`config.mk`:
```
export PLATFORM = sky130hd
export DESIGN_NAME = pipelined_addsub
export DESIGN_NICKNAME = d
export VERILOG_FILES = /design/src/rtl/pipelined_addsub.sv
export SDC_FILE = /design/constraint.sdc
export NUM_CORES = 1
export LEC_CHECK = 0
export CAP_MARGIN = 25
export CORE_ASPECT_RATIO = 0.5
export CORE_UTILIZATION = 31
export CTS_CLUSTER_SIZE = 14
export DETAILED_ROUTE_END_ITERATION = 12
export GPL_TIMING_DRIVEN = 0
export PLACE_DENSITY = 0.57
export RECOVER_POWER = 100
export SLEW_MARGIN = 40
export SYNTH_ARGS = -nofsm -noshare
export SYNTH_HDL_FRONTEND = slang
export SYNTH_SLANG_ARGS = --single-unit
```
`constraint.sdc`:
```
create_clock -name clk -period 4.35 [get_ports clk]
set_input_delay 0.87 -clock clk [delete_from_list [all_inputs] [get_ports clk]]
set_output_delay 0.87 -clock clk [all_outputs]
set_load 0.05 [all_outputs]
```
`src/rtl/pipelined_addsub.sv`:
```
// WIDTH-bit add/subtract unit split into STAGES registered ripple-carry slices with a
// valid/ready handshake; the carry, remaining operand bits and finished sum bits move together.
module pipelined_addsub #(
    parameter int unsigned WIDTH  = 32,
    parameter int unsigned STAGES = 4
) (
    input  logic             clk,
    input  logic             rst,
    input  logic             in_valid,
    output logic             in_ready,
    input  logic [WIDTH-1:0] a,
    input  logic [WIDTH-1:0] b,
    input  logic             cin,
    input  logic             sub,
    output logic             out_valid,
    input  logic             out_ready,
    output logic [WIDTH-1:0] sum,
    output logic             cout,
    output logic             overflow,
    output logic             zero
);
    localparam int unsigned C = WIDTH / STAGES;

    logic stall;

    for (genvar k = 0; k < STAGES; k++) begin : g_slice
        localparam int unsigned Lo  = k * C;       // result bits finished by earlier slices
        localparam int unsigned Rem = WIDTH - Lo;  // operand bits not yet added

        logic              v_i;
        logic              c_i;
        logic [Rem-1:0]    a_i;
        logic [Rem-1:0]    b_i;
        logic [C:0]        chunk;
        logic [Lo+C-1:0]   s_new;
        logic              v_q, v_d;
        logic              c_q, c_d;
        logic [Lo+C-1:0]   s_q, s_d;

        // Subtraction is folded in at the entry: invert B and the carry-in once.
        if (k == 0) begin : g_src
            assign v_i   = in_valid;
            assign c_i   = cin ^ sub;
            assign a_i   = a;
            assign b_i   = b ^ {WIDTH{sub}};
            assign s_new = chunk[C-1:0];
        end else begin : g_src
            assign v_i   = g_slice[k-1].v_q;
            assign c_i   = g_slice[k-1].c_q;
            assign a_i   = g_slice[k-1].g_fwd.a_q;
            assign b_i   = g_slice[k-1].g_fwd.b_q;
            assign s_new = {chunk[C-1:0], g_slice[k-1].s_q};
        end

        assign chunk = {1'b0, a_i[C-1:0]} + {1'b0, b_i[C-1:0]} + {{C{1'b0}}, c_i};

        always_comb begin
            v_d = v_q;
            c_d = c_q;
            s_d = s_q;
            if (!stall) begin
                v_d = v_i;
                if (v_i) begin
                    c_d = chunk[C];
                    s_d = s_new;
                end
            end
        end

        always_ff @(posedge clk) begin
            if (rst) begin
                v_q <= 1'b0;
                c_q <= 1'b0;
                s_q <= '0;
            end else begin
                v_q <= v_d;
                c_q <= c_d;
                s_q <= s_d;
            end
        end

        if (k < STAGES - 1) begin : g_fwd
            logic [Rem-C-1:0] a_q, a_d;
            logic [Rem-C-1:0] b_q, b_d;

            always_comb begin
                a_d = a_q;
                b_d = b_q;
                if (!stall && v_i) begin
                    a_d = a_i[Rem-1:C];
                    b_d = b_i[Rem-1:C];
                end
            end

            always_ff @(posedge clk) begin
                if (rst) begin
                    a_q <= '0;
                    b_q <= '0;
                end else begin
                    a_q <= a_d;
                    b_q <= b_d;
                end
            end
        end else begin : g_last
            logic ovf_q, ovf_d;
            logic zero_q, zero_d;

            always_comb begin
                ovf_d  = ovf_q;
                zero_d = zero_q;
                if (!stall && v_i) begin
                    ovf_d  = (a_i[Rem-1] == b_i[Rem-1]) && (chunk[C-1] != a_i[Rem-1]);
                    zero_d = (s_new == '0);
                end
            end

            always_ff @(posedge clk) begin
                if (rst) begin
                    ovf_q  <= 1'b0;
                    zero_q <= 1'b0;
                end else begin
                    ovf_q  <= ovf_d;
                    zero_q <= zero_d;
                end
            end
        end
    end

    assign out_valid = g_slice[STAGES-1].v_q;
    assign sum       = g_slice[STAGES-1].s_q;
    assign cout      = g_slice[STAGES-1].c_q;
    assign overflow  = g_slice[STAGES-1].g_last.ovf_q;
    assign zero      = g_slice[STAGES-1].g_last.zero_q;

    // A full output register that is not being taken freezes the whole pipe.
    assign stall     = out_valid && !out_ready;
    assign in_ready  = !stall;

endmodule
```
==> run summary <==
Maximum number of pins on one net before global-route repair - 20
Maximum number of buffers from clock root to sink - 2
Minimum clock period after layout - 3.81 ns
Post-route core utilization - 0.408
Area leader, netlist - sky130_fd_sc_hd__dfxtp_1
Yosys warnings - 0
Number of enable-type register cells in the synthesized netlist - 0
Cell count after synthesis - 975
Count of endpoints failing setup in the final report - 0
Via count of the first global-routing pass - 6643
WS Path Type - in -> out
DRC violations left - 0
Setup Buffers After CTS - 0
Maximum clock frequency - 0.263 GHz
Relative slew slack - 0.495
DRC marker count from the first detailed-route iteration - 427
Proportion of power drawn by flip-flops and latches - 0.461
Required time at the worst-slack endpoint - 3.48 ns
Critical-path maximum fanout - 9
Number of hold buffers added after CTS - 0
Count of antenna-violating nets left after detailed routing - 0
Total via count after detailed routing - 6809
Count of boundary I/O pins - 107
Metal3 WL - 925 µm
Number of rows in the core area - 40
Top_reg_cell synth - sky130_fd_sc_hd__dfxtp_1
CP arrival - 2.94 ns
Height of the chip - 115 µm
Final routed wirelength across all metal layers - 22300 µm
Pwr/cell area - 392 nW/µm²
Routed wl met2 - 9210 µm
Synth-to-Final Area Change - 26.6%
HPWL after DPL - 17700 µm
Via/cell ratio - 4.70
Status - completed
Seq/Total Area, Yosys - 0.471
Synth top area share - 0.471
Global-route wire length before repair - 35700 µm
Number of iterations in the first detailed-routing pass - 5
Max H-tree Level - 4
Total of fill cells in the finished design - 2511
Combined area of the multi-input logic cells - 3860 µm²
Async SR Flop Fraction - 0
Worst-skew pair later-pin latency - 0.44 ns
Average wire length per cell after detail routing - 15.4 µm
Weighted congestion reported at the end of routability-driven placement - 0.826
Number of I/O port buffers - 105
Switching Fraction - 0.265
Global-route congestion overflow total - 0
Clock network fraction of design power - 0.432
Worst-case clock skew - 0.0109 ns
Netlist Area Pre-Place - 7910 µm²
Distinct cell type count after synthesis - 39
Average size of a mapped cell - 8.11 µm²
Starting density of the core - 0.323
Peak VDD IR - 0.000269 V
Antenna violations before repair - 0
Transition time at the pin with the least slew margin - 0.758 ns
Most used standard cell by instance count after synthesis - sky130_fd_sc_hd__nand2_1
Sequential Area - 3720 µm²
Die extent in x - 228 µm
Final clock period utilization by the worst path - 0.875
List of most frequent post-synthesis cells - sky130_fd_sc_hd__nand2_1, sky130_fd_sc_hd__dfxtp_1, sky130_fd_sc_hd__a21oi_1
Share of power burned in combinational logic - 0.107
Type of destination of the critical path - output pin
Core box area - 24500 µm²
Flop and latch count out of synthesis - 186
Place WS - 0.217 ns
RSZ-0062 raised after global routing - false
Number of buffers created by CTS - 17
Post-CTS clock slew at the launch and capture registers of the worst setup and hold paths - 0.08 ns
Worst hold path type - reg -> reg
Die area - 26200 µm²
Fraction of layout instances using a drive strength above 1 - 0.0297
Clk sink count - 186
Number of nets in the layout - 1205
Total negative slack for setup checks - 0 ns
Root buf cell - sky130_fd_sc_hd__clkbuf_16
Max-Cap Viols - 0
Antenna diode count - 0
Topmost layer with routed signal wires - met4
Pins Over Slew Limit - 0
Detailed-route wire length on metal 1 - 12000 µm
TritonCTS clock tree - yes
Sw Pwr - 1.04 mW
Cell types occupying the most area after synthesis - sky130_fd_sc_hd__dfxtp_1, sky130_fd_sc_hd__nand2_1, sky130_fd_sc_hd__a21oi_1
Net count of the mapped netlist - 1081
Post-route worst setup slack - 0.545 ns
Final-report hold violation count - 0
Startpoint type of the worst setup path - primary input
Aggregate global-route resource usage - 0.175
Total of cells resized after clock tree synthesis - 0
Leakage component of the power - 3.68 nW
Cell internal pwr - 2.89 mW
[critical path: stages]
cell and delay (ns):
sky130_fd_sc_hd__dlygate4sd3_1 0.54, sky130_fd_sc_hd__nor2b_1 0.39, sky130_fd_sc_hd__inv_1 0.29, sky130_fd_sc_hd__dlygate4sd3_1 0.84
[worst paths after layout]
path                                               start                 endpoint  slack (ns)  cells after the start
worst max-delay path                           out_ready                 in_ready        0.54                      4
worst min-delay path            g_slice[0].g_fwd.a_q[16]  g_slice[1].g_fwd.a_q[8]        0.45                      2
worst max register to register            g_slice[2].c_q                     zero        1.38                      9
worst min register to register  g_slice[0].g_fwd.a_q[16]  g_slice[1].g_fwd.a_q[8]        0.45                      2
[stage by stage]
step	hold slack (ns)	cell area (µm²)	std cells	power, mW
5_1_grt	0.474	10000	1448	4.07
3_3_place_gp	0.444	9380	1416	2.26
4_1_cts	0.454	10000	1448	3.94
3_5_place_dp	0.447	9380	1416	2.27
2_1_floorplan	0.432	7910	975	2.09
6_report	0.451	10000	1448	3.93
[cell families after synthesis]
family,count (synthesis),synth area share
DFF,186,0.471
AOI/OAI and AO/OA,227,0.164
buffers and inverters,84,0.0399
xor gates and xnor gates,51,0.0565
adders and majority gates,36,0.0645
and+or+nand+nor,390,0.203
muxes,1,0.00127
[sequential cells by signal (all words and copies together), names as in the netlist]
register and flops:
overflow 1, g_slice.s_q 48, g_slice.g_fwd.a_q 48, g_slice.c_q 3
zero 1, g_slice.g_fwd.b_q 48, cout 1, out_valid 1
sum 32, g_slice.v_q 3
[layer usage]
layer / global-route usage / up-vias
met4: 0.0380 / 0
met1: 0.255 / 3149
met5: 0 / -
met3: 0.0327 / 13
met2: 0.267 / 122
li1: - / 3525
[power groups by stage]
stage	sequential, mW	clock [mW]	combinational [mW]
final	1.81	1.70	0.421
after global routing	1.82	1.78	0.469
after CTS	1.81	1.71	0.424
after detailed placement	1.85	0	0.421
after global placement	1.85	0	0.416
after floorplan	1.84	0	0.257
[cells in the final DEF (no fill, tap or decap), drive strengths merged, types with 2 or more instances in the layout]
cell,count
buf,4
xor2,13
dfxtp,186
o31ai,2
a311o,4
fa,8
clkbuf,77
and4,3
nand3b,4
nand2,285
o21ai,5
nor3,12
bufinv,3
a211oi,32
dlygate4sd3,39
ha,28
inv,29
o22ai,4
xnor2,38
a21oi,159
clkdlybuf4s50,66
a21o,9
and2,6
clkinv,3
nand3,9
nor4,10
nor2,54
o211ai,8
[layout make-up]
class / instances / area share
Tap cell: 336 / 0.0420
Timing Repair Buffer: 105 / 0.105
Multi-Input combinational cell: 705 / 0.385
Clock inverter: 15 / 0.0220
Sequential cell: 186 / 0.372
Inverter: 20 / 0.00750
Clock buffer: 17 / 0.0425
Buffer: 64 / 0.0240
Note: power is estimated with default switching activity, not from simulation.
